$ cat src/rtl/obstacle_collision_if.sv
// Geometry inputs and collision status outputs exchanged between the game logic and obstacle_collision.
interface obstacle_collision_if;
  logic [9:0] BeeX;
  logic [9:0] BeeY;
  logic [9:0] BeeS;
  logic [9:0] ObsX;
  logic [9:0] ObsY;
  logic [9:0] ObsWidth;
  logic [9:0] ObsHeight;
  logic       start;
  logic       overlap;
  logic       hit;
  logic [1:0] lives;
  logic       invuln;
  logic       game_over;
  logic       bee_visible;

  modport master (
    output BeeX, BeeY, BeeS, ObsX, ObsY, ObsWidth, ObsHeight, start,
    input  overlap, hit, lives, invuln, game_over, bee_visible
  );

  modport slave (
    input  BeeX, BeeY, BeeS, ObsX, ObsY, ObsWidth, ObsHeight, start,
    output overlap, hit, lives, invuln, game_over, bee_visible
  );
endinterface

$ cat src/rtl/obstacle_collision.sv
// Bee/obstacle box collision, lives, post-hit invulnerability window and game-over control.
// Optional macro COLLISION_BLINK_EN: blink the bee (bee_visible) while invulnerable.
module obstacle_collision #(
  parameter int unsigned LIVES_INIT    = 3,
  parameter int unsigned INVULN_FRAMES = 60,
  parameter int unsigned BLINK_SHIFT   = 2
) (
  input logic                 frame_clk,
  input logic                 Reset,
  obstacle_collision_if.slave bus
);

  localparam int unsigned CW = 11;
  localparam int unsigned IW = 8;

  typedef enum logic [1:0] {PLAY, INVULN, GAME_OVER} state_t;

  // Reject out-of-range parameters at elaboration time.
  if (LIVES_INIT < 1 || LIVES_INIT > 3 || INVULN_FRAMES < 1 || INVULN_FRAMES > 255 || BLINK_SHIFT > 7)
  begin : g_param_check
    $error("obstacle_collision: parameter out of range");
  end

  // Stage 1: absolute centre distance against combined half-extents.
  logic signed [CW-1:0] diff_x, diff_y;
  logic [CW-1:0]        dx, dy, reach_x, reach_y;
  logic                 overlap_d;

  always_comb begin
    diff_x    = $signed({1'b0, bus.BeeX}) - $signed({1'b0, bus.ObsX});
    diff_y    = $signed({1'b0, bus.BeeY}) - $signed({1'b0, bus.ObsY});
    dx        = diff_x[CW-1] ? CW'(-diff_x) : CW'(diff_x);
    dy        = diff_y[CW-1] ? CW'(-diff_y) : CW'(diff_y);
    reach_x   = CW'(bus.BeeS) + CW'(bus.ObsWidth >> 1);
    reach_y   = CW'(bus.BeeS) + CW'(bus.ObsHeight >> 1);
    overlap_d = (dx < reach_x) && (dy < reach_y);
  end

  state_t          state_q, state_d;
  logic [1:0]      lives_q, lives_d;
  logic [IW-1:0]   inv_cnt_q, inv_cnt_d;
  logic            overlap_q;
  logic            hit_q, hit_d;
  logic            invuln_q, game_over_q;

  always_ff @(posedge frame_clk or posedge Reset) begin
    if (Reset) begin
      state_q     <= PLAY;
      lives_q     <= 2'(LIVES_INIT);
      inv_cnt_q   <= '0;
      overlap_q   <= 1'b0;
      hit_q       <= 1'b0;
      invuln_q    <= 1'b0;
      game_over_q <= 1'b0;
    end else begin
      state_q     <= state_d;
      lives_q     <= lives_d;
      inv_cnt_q   <= inv_cnt_d;
      overlap_q   <= overlap_d;
      hit_q       <= hit_d;
      invuln_q    <= (state_d == INVULN);
      game_over_q <= (state_d == GAME_OVER);
    end
  end

  // Stage 2: acts on the registered overlap, so a hit lags contact by one frame.
  always_comb begin
    state_d   = state_q;
    lives_d   = lives_q;
    inv_cnt_d = inv_cnt_q;
    hit_d     = 1'b0;
    unique case (state_q)
      PLAY: begin
        if (overlap_q) begin
          hit_d = 1'b1;
          if (lives_q > 2'd1) begin
            lives_d   = lives_q - 2'd1;
            inv_cnt_d = IW'(INVULN_FRAMES - 1);
            state_d   = INVULN;
          end else begin
            lives_d = 2'd0;
            state_d = GAME_OVER;
          end
        end
      end
      INVULN: begin
        if (inv_cnt_q == '0) begin
          state_d = PLAY;
        end else begin
          inv_cnt_d = inv_cnt_q - IW'(1);
        end
      end
      GAME_OVER: begin
        lives_d = 2'd0;
        if (bus.start) begin
          lives_d = 2'(LIVES_INIT);
          state_d = PLAY;
        end
      end
      default: state_d = PLAY;
    endcase
  end

  assign bus.overlap   = overlap_q;
  assign bus.hit       = hit_q;
  assign bus.lives     = lives_q;
  assign bus.invuln    = invuln_q;
  assign bus.game_over = game_over_q;

`ifdef COLLISION_BLINK_EN
  localparam int unsigned BW = BLINK_SHIFT + 1;

  logic [BW-1:0] blink_cnt_q, blink_cnt_d;
  logic          bee_visible_q, bee_visible_d;

  // Free-running blink counter, restarted on entry into INVULN.
  always_comb begin
    blink_cnt_d   = blink_cnt_q + BW'(1);
    bee_visible_d = 1'b1;
    if (state_d == INVULN && state_q != INVULN) begin
      blink_cnt_d = '0;
    end
    if (state_d == INVULN) begin
      bee_visible_d = ~blink_cnt_d[BLINK_SHIFT];
    end
  end

  always_ff @(posedge frame_clk or posedge Reset) begin
    if (Reset) begin
      blink_cnt_q   <= '0;
      bee_visible_q <= 1'b1;
    end else begin
      blink_cnt_q   <= blink_cnt_d;
      bee_visible_q <= bee_visible_d;
    end
  end

  assign bus.bee_visible = bee_visible_q;
`else
  assign bus.bee_visible = 1'b1;
`endif

endmodule
$ cat src/flat_wrapper.sv
// flat-port wrapper written by rule: the top's interface ports become plain ports
module obstacle_collision_flat 
#(
  parameter int unsigned LIVES_INIT    = 3,
  parameter int unsigned INVULN_FRAMES = 60,
  parameter int unsigned BLINK_SHIFT   = 2
)
  (frame_clk, Reset, bus_BeeX, bus_BeeY, bus_BeeS, bus_ObsX, bus_ObsY, bus_ObsWidth, bus_ObsHeight, bus_start, bus_overlap, bus_hit, bus_lives, bus_invuln, bus_game_over, bus_bee_visible);
  obstacle_collision_if bus_i ();
  input logic frame_clk;
  input logic Reset;
  input wire logic [$bits(bus_i.BeeX)-1:0] bus_BeeX;
  input wire logic [$bits(bus_i.BeeY)-1:0] bus_BeeY;
  input wire logic [$bits(bus_i.BeeS)-1:0] bus_BeeS;
  input wire logic [$bits(bus_i.ObsX)-1:0] bus_ObsX;
  input wire logic [$bits(bus_i.ObsY)-1:0] bus_ObsY;
  input wire logic [$bits(bus_i.ObsWidth)-1:0] bus_ObsWidth;
  input wire logic [$bits(bus_i.ObsHeight)-1:0] bus_ObsHeight;
  input wire logic [$bits(bus_i.start)-1:0] bus_start;
  output wire logic [$bits(bus_i.overlap)-1:0] bus_overlap;
  output wire logic [$bits(bus_i.hit)-1:0] bus_hit;
  output wire logic [$bits(bus_i.lives)-1:0] bus_lives;
  output wire logic [$bits(bus_i.invuln)-1:0] bus_invuln;
  output wire logic [$bits(bus_i.game_over)-1:0] bus_game_over;
  output wire logic [$bits(bus_i.bee_visible)-1:0] bus_bee_visible;
  assign bus_i.BeeX = bus_BeeX;
  assign bus_i.BeeY = bus_BeeY;
  assign bus_i.BeeS = bus_BeeS;
  assign bus_i.ObsX = bus_ObsX;
  assign bus_i.ObsY = bus_ObsY;
  assign bus_i.ObsWidth = bus_ObsWidth;
  assign bus_i.ObsHeight = bus_ObsHeight;
  assign bus_i.start = bus_start;
  assign bus_overlap = bus_i.overlap;
  assign bus_hit = bus_i.hit;
  assign bus_lives = bus_i.lives;
  assign bus_invuln = bus_i.invuln;
  assign bus_game_over = bus_i.game_over;
  assign bus_bee_visible = bus_i.bee_visible;
  obstacle_collision #(.LIVES_INIT(LIVES_INIT), .INVULN_FRAMES(INVULN_FRAMES), .BLINK_SHIFT(BLINK_SHIFT)) u_core (.frame_clk(frame_clk), .Reset(Reset), .bus(bus_i));
endmodule
$ cat config.mk
export PLATFORM = sky130hd
export DESIGN_NAME = obstacle_collision_flat
export DESIGN_NICKNAME = d
export VERILOG_FILES = /design/src/rtl/obstacle_collision_if.sv /design/src/rtl/obstacle_collision.sv /design/src/flat_wrapper.sv
export SDC_FILE = /design/constraint.sdc
export NUM_CORES = 1
export LEC_CHECK = 0
export BUFFER_PORTS_ARGS = -buffer_cell sky130_fd_sc_hd__buf_4
export CORE_UTILIZATION = 40
export CTS_BUF_LIST = sky130_fd_sc_hd__clkbuf_8
export CTS_CLUSTER_DIAMETER = 40
export CTS_CLUSTER_SIZE = 24
export DETAILED_ROUTE_END_ITERATION = 6
export PLACE_DENSITY = 0.64
export SYNTH_ARGS = -nofsm -noshare
export SYNTH_HDL_FRONTEND = slang
export SYNTH_SLANG_ARGS = --single-unit
export TNS_END_PERCENT = 30
$ cat constraint.sdc
create_clock -name frame_clk -period 1.7 [get_ports frame_clk]
set_input_delay 0.085 -clock frame_clk [delete_from_list [all_inputs] [get_ports frame_clk]]
set_output_delay 0.085 -clock frame_clk [all_outputs]
set_load 0.03 [all_outputs]
==> results of run 1 <==
-- metrics by stage --
step	power (mW)	hold WS (ns)	std cells	setup slack (ns)
final	3.902	0.07213	703	-1.105
after global routing	4.262	0.1004	703	-1.295
after CTS	3.787	0.07014	701	-1.211
after detailed placement	3.369	0.2078	693	-1.502
after global placement	3.284	0.1922	693	-1.400
after floorplan	2.283	-0.002692	413	-1.105
-- layer usage --
metal,global-route usage,routed length (µm),up-vias,share of wire
li1,-,-,1874,-
met1,0.2390,3844,1663,0.45
met2,0.3802,4313,67,0.51
met3,0.01478,250,8,0.029
met4,0.04427,86,0,0.010
met5,0,0,-,0
-- sequential cells by signal (all words and copies together), names as in the netlist --
name and flops:
u_core.bus.game_over 1, u_core.bus.hit 1, u_core.bus.invuln 1, u_core.bus.lives 2, u_core.bus.overlap 1, u_core.inv_cnt_q 8
u_core.state_q 2
-- final timing paths --
kind | slack [ns] | end
setup / recovery | -1.10 | u_core.bus.overlap
hold / removal | 0.07 | u_core.bus.lives[1]
setup reg to reg | -0.06 | u_core.inv_cnt_q[3]
hold reg to reg | 0.53 | u_core.bus.lives[1]
max in group asynchronous | 0.82 | u_core.inv_cnt_q[4]
min in group asynchronous | 0.48 | u_core.inv_cnt_q[5]
-- cells in the final DEF, fill, tap and decap left out, drive strengths merged, types with 7 or more instances in the layout --
cell type / synthesis / routed
a21o: 7 / 7
ha: 62 / 62
a31oi: 9 / 9
xnor2: 24 / 24
nand2: 21 / 21
nand3: 7 / 7
nor3: 9 / 9
inv: 42 / 42
o21bai: 8 / 8
o21ai: 21 / 21
a21oi: 33 / 33
nor2: 44 / 44
dfrtp: 14 / 14
xor2: 22 / 22
buf: 1 / 185
-- what timing repair did --
action	4_1_cts	5_1_grt
endpoints found under the setup margin	7	9
gates cloned	0	0
hold buffers	1	0
endpoints found under the hold margin	14	0
resized for setup	8	16
setup buffers	3	2
pin swaps	12	4
-- final cells by class --
| cell class | count | area (µm²) | share of cell area |
|---|---|---|---|
| clock buffer | 4 | 55.05 | 0.01103 |
| inverter | 43 | 173.9 | 0.03485 |
| multi-input combinational | 352 | 2820 | 0.5652 |
| sequential | 16 | 402.9 | 0.08074 |
| tap | 102 | 127.6 | 0.02558 |
| timing repair buffer | 186 | 1410 | 0.2826 |
-- power by group through the flow --
| stage | sequential, mW | combinational, mW | clock, mW |
|---|---|---|---|
| finish | 0.709 | 2.85 | 0.347 |
| global route | 0.735 | 3.16 | 0.371 |
| CTS | 0.698 | 2.73 | 0.356 |
| detailed placement | 0.704 | 2.67 | 0 |
| global placement | 0.687 | 2.60 | 0 |
| floorplan | 0.811 | 1.47 | 0 |
-- cell families (layout without fill, tap and decap cells) --
logic type,Yosys count,count (layout)
other cells,1,1
buf+inv,45,233
compound gates,115,115
xor+xnor,46,46
fa+ha+maj,66,66
flops,16,16
simple gates,122,122
mux,2,2
-- critical path: stages --
cell and delay, ns:
buf_8 0.11, inv_12 0.04, ha_4 0.11, inv_2 0.03, fa_2 0.36, a211oi_2 0.24
buf_4 0.16, or4b_4 0.13, o2111ai_4 0.13, a2111oi_4 0.30, a31oi_1 0.16, xnor2_1 0.16
ha_1 0.32, a21oi_2 0.13, nor2b_1 0.06, o21ai_1 0.16, nand3_1 0.11, nor3b_2 0.17
==> reports/results.ini, run 1 <==
[status]
status=complete, but fails checks
failed_checks=negative setup slack

[timing]
timing.final.crit_period_ns=2.805
slew_viol_final=0
finalHoldViolations=0
layout_setup_ws_ns=-1.105
fin_skew_ns=0.001244
timing.fmax_mhz=356.5
tightestPinTransition_ns=0.6207
period_share=1.650
setup_violations=2
fin_setup_tns_ns=-1.164
maxSlewHeadroom=0.5857
rsz0062_at_grt=true

[synthesis]
yosysSeqAreaShare=0.1230
synthXorXnorAreaFrac=0.1253
ys_types=61
synth_top_family_by_area=adder cells
synth.area.top_cells=ha_1 (24%), dfrtp_1 (11%), xnor2_1 (6.1%)
muxShareOfSynthArea=0.006875
yosysMostFrequentCell=ha_1
netlist_area_um2=3276
synthesis.nets=552
synth_warnings=0
synth_top_area_cell=ha_1
yosysTopAreaCellShare=0.2368
ys_ff_latch=16
synthTopCellsByCount=ha_1 (62), nor2_1 (44), inv_1 (42)
synth_compound_area_frac=0.2422
syn_avg_cell_area_um2=7.931
synth_ff_type=dfrtp_1
synth_edf_count=0
synth_cells=413
synth-simple-area-share=0.1875
synthAdderAreaFrac=0.2613
async_flop_share=1.000

[power_and_ir_drop]
seqPwrFrac=0.182
vdd_ir_drop_max_uv=400.6
p_sw_frac=0.4290
comb_power_share=0.729
p_sw_mw=1.674
cellLeakagePower_nw=2.484
internal-power_mw=2.228
power_per_cell_area_nw_per_um2=782.0
power_frac_clock=0.089

[floorplan]
die_h_um=92.50
die_x_um=92.50
rows=32
core-area_um2=7807
dieArea_um2=8555
initial_utilization=0.4196
ios=80

[clock_tree]
cts.sinks=16
clockRootBuffer=clkbuf_8
clock_latency_ns=0.25
clk_path_buf_depth=2
htreeDepth=1
cts_tree=done
cts_buffers=3
path_clk_slew_ns=0.07

[worst_setup_path]
worst-path-max-fanout=3
worst_ep_arrival_time_ns=2.99
crit_start=bus_BeeY[0]
cp_data_required_time_ns=1.88
start_kind=input pin
crit_type=input pin to flop
cp-end-kind=flop
reg2reg_depth=7
r2r_start=u_core.inv_cnt_q[0]

[placement]
placed_cell_area_um2=4793
dpl.hpwl_um=7234
port_buffers=76
gp_congestion=0.7928

[grt]
grt_overflow=0
grt_max_degree=17
first_global_vias=3490
grt_pass1_wl_um=14170
grtUsageTotal=0.1989
antenna_found_initial=0

[run]
drv_cap=0

[drt]
routed_via_density=5.138
drtIter0Drc=67
wire_per_inst_um=12.08
drc_errors=0
antenna_left=0
routed-via-count=3612
drtPass1Iterations=4
totalWireLength_um=8495

[cells_and_area]
stdcell_area_um2=4990
drive_above_1_share=0.3760
final_util=0.6391
area_delta_synth_final_pct=52.33
n_fill_cell=710
nets=741
num_antenna_cells=0

[hold_path]
min_from=bus_start
min_path_cells=3
min-delay-path-class=input pin to flop

Power figures use the tool's default switching activity.
==> run 2, diff against run 1 <==
--- a/config.mk
+++ b/config.mk
@@ -5,13 +5,14 @@
 export SDC_FILE = /design/constraint.sdc
 export NUM_CORES = 1
 export LEC_CHECK = 0
+export ABC_AREA = 1
 export BUFFER_PORTS_ARGS = -buffer_cell sky130_fd_sc_hd__buf_4
 export CORE_UTILIZATION = 40
 export CTS_BUF_LIST = sky130_fd_sc_hd__clkbuf_8
 export CTS_CLUSTER_DIAMETER = 40
 export CTS_CLUSTER_SIZE = 24
 export DETAILED_ROUTE_END_ITERATION = 6
-export PLACE_DENSITY = 0.64
+export PLACE_DENSITY = 0.63
 export SYNTH_ARGS = -nofsm -noshare
 export SYNTH_HDL_FRONTEND = slang
 export SYNTH_SLANG_ARGS = --single-unit
==> reports/results.ini, run 2 <==
[status]
status=complete, but fails checks
failed_checks=negative setup slack

[cells_and_area]
final_cells=863
drive_above_1_share=0.3298
num_antenna_cells=0
regMostFlops=u_core.inv_cnt_q
nets=895
area_delta_synth_final_pct=42.26
largest_register_ffs=8
final_common_cell=buf_4
final_cell_mix=buf_4 (163), nand2_1 (153), inv_1 (87), ha_1 (60), nor2_1 (41)

[placement]
pre_cts_ws_ns=-0.9157
gp_congestion=0.9156
dpl.hpwl_um=7952
post-place-cells=855
port_buffers=76

[synthesis]
synth_top_area_cell=ha_1
synthTopCellsByCount=nand2_1 (160), inv_1 (93), ha_1 (62)
synth_ff_type=dfrtp_1
synth_cells=588
ys_types=38
yosysMostFrequentCell=nand2_1
synth_warnings=0
synthesis.nets=727
yosysSeqAreaShare=0.1078
netlist_area_um2=3736
async_flop_share=1.000
syn_avg_cell_area_um2=6.354
ys_ff_latch=16
synth.area.top_cells=ha_1 (21%), nand2_1 (16%), dfrtp_1 (9.4%)
synth_edf_count=0
yosysTopAreaCellShare=0.2076

[power_and_ir_drop]
vdd_ir_drop_max_uv=480.1
power_per_cell_area_nw_per_um2=719.4
power_mw=3.824
cellLeakagePower_nw=3.004

[timing]
layout_setup_ws_ns=-0.6222
rsz0062_at_grt=true
fin_skew_ns=0.002411
period_share=1.366
timing.final.crit_period_ns=2.322
timing.fmax_mhz=430.6
slew_viol_final=0
maxSlewHeadroom=0.6048
hold_ws_ns=0.04199
setup_violations=1
tightestPinTransition_ns=0.5921
finalHoldViolations=0

[grt]
grt_pass1_wl_um=15960
grtUsageTotal=0.1912
antenna_found_initial=0
grt_overflow=0
grt_max_degree=17
first_global_vias=3952

[worst_setup_path]
crit_family=adder cells
cpMaxStageDelayCell=fa_2
crit_path_max_incr_delay_ns=0.43
worst-path-max-fanout=3
worst_ep_arrival_time_ns=2.51
crit_type=input pin to flop
r2r_slack_ns=0.22
crit_buf_inv=4
start_kind=input pin
cp-end-kind=flop
cp_data_required_time_ns=1.88
path_cells=buf_4 > ha_4 > inv_4 > fa_2 > inv_2 > ha_1 > inv_2 > nor2_4 > nand3_2 > nor2_4 > nor2_1 > xor2_1 > ha_1 > a21o_1 > o21ai_2 > o2111ai_2 > nor2_1

[clock_tree]
cts_tree=done
cts.sinks=16
path_clk_slew_ns=0.06
cts_buffers=3
clk_path_buf_depth=2
clockRootBuffer=clkbuf_8
clock_latency_ns=0.25
htreeDepth=1

[floorplan]
ios=80
initial_utilization=0.4202
rows=34
core-area_um2=8891
die_h_um=98.65
die_x_um=98.65
dieArea_um2=9731

[run]
drv_cap=0

[drt]
routed-via-count=4148
routed_via_density=4.806
wire_per_inst_um=10.69
antenna_left=0
drtIter0Drc=121
totalWireLength_um=9229
drc_errors=0
drtPass1Iterations=4

[hold_path]
min-delay-path-class=input pin to flop

-- run 2: changes by cell type after synthesis, moves of 7 or more --
cell     before  now
inv_1        42   93
inv_2         0    7
nand2_1      21  160
nand2_2       0   19
nand3_1       7   44
xnor2_1      23    5
-- run 2: layer usage --
layer	share of wire	global-route usage	vias to the layer above
li1	-	-	2239
met1	0.49	0.2617	1820
met2	0.47	0.3359	80
met3	0.031	0.01348	9
met4	0.0075	0.02870	0
met5	0	0	-
-- run 2: kinds of logic after synthesis --
logic type | count (synthesis) | synth area share
other | 1 | 0.001004
buffers and inverters | 102 | 0.1055
flip-flops | 16 | 0.1078
XOR/XNOR | 28 | 0.06966
adder cells (fa/ha/maj) | 66 | 0.2291
AO/OA/AOI/OAI | 72 | 0.1145
AND/OR/NAND/NOR | 303 | 0.3724
-- run 2: cell type report --
cell class,count,area (µm²)
clock buffer,4,55.05
fill,876,3576
inverter,100,390.4
multi-input combinational,470,3083
sequential,16,402.9
tap,108,135.1
timing repair buffer,165,1249
-- run 2: repair_timing --
item / CTS / global route
gates resized for setup: 8 / 22
hold endpoints to repair: 14 / 0
setup buffers: 2 / 1
setup endpoints to repair: 1 / 9
pin swaps: 16 / 18
hold buffers: 1 / 0
-- run 2: path summary, 6_finish.rpt --
kind | depth (start not counted) | startpoint | to
min in group asynchronous | 3 | Reset | u_core.bus.game_over
max in group asynchronous | 3 | Reset | u_core.inv_cnt_q[2]
min reg2reg | 1 | u_core.inv_cnt_q[3] | u_core.inv_cnt_q[3]
max reg2reg | 6 | u_core.state_q[1] | u_core.inv_cnt_q[5]
max | 17 | bus_ObsY[0] | u_core.bus.overlap
min | 2 | bus_start | u_core.bus.game_over
-- run 2: power by group --
group | switching, mW | total, mW | internal [mW]
Sequential | 0.113 | 0.672 | 0.559
Combinational | 1.58 | 2.82 | 1.23
Clock | 0.131 | 0.336 | 0.205
-- run 2: worst reg2reg max path: stages, from the launching register on --
cell     delay, ns
dfrtp_1       0.43
nor2_1        0.25
nand2_1       0.18
nand2_4       0.17
nand3_1       0.11
a21oi_1       0.13
o21ai_0       0.09
-- run 2: per-stage QoR --
stage | setup TNS [ns] | instance area (µm²) | util
6_report | -0.6222 | 5315 | 0.5978
5_1_grt | -0.8349 | 5315 | 0.5978
4_1_cts | -0.6050 | 5218 | 0.5868
3_5_place_dp | -0.9157 | 5111 | 0.5749
3_3_place_gp | -0.8720 | 5111 | 0.5749
2_1_floorplan | -0.6006 | 3786 | -
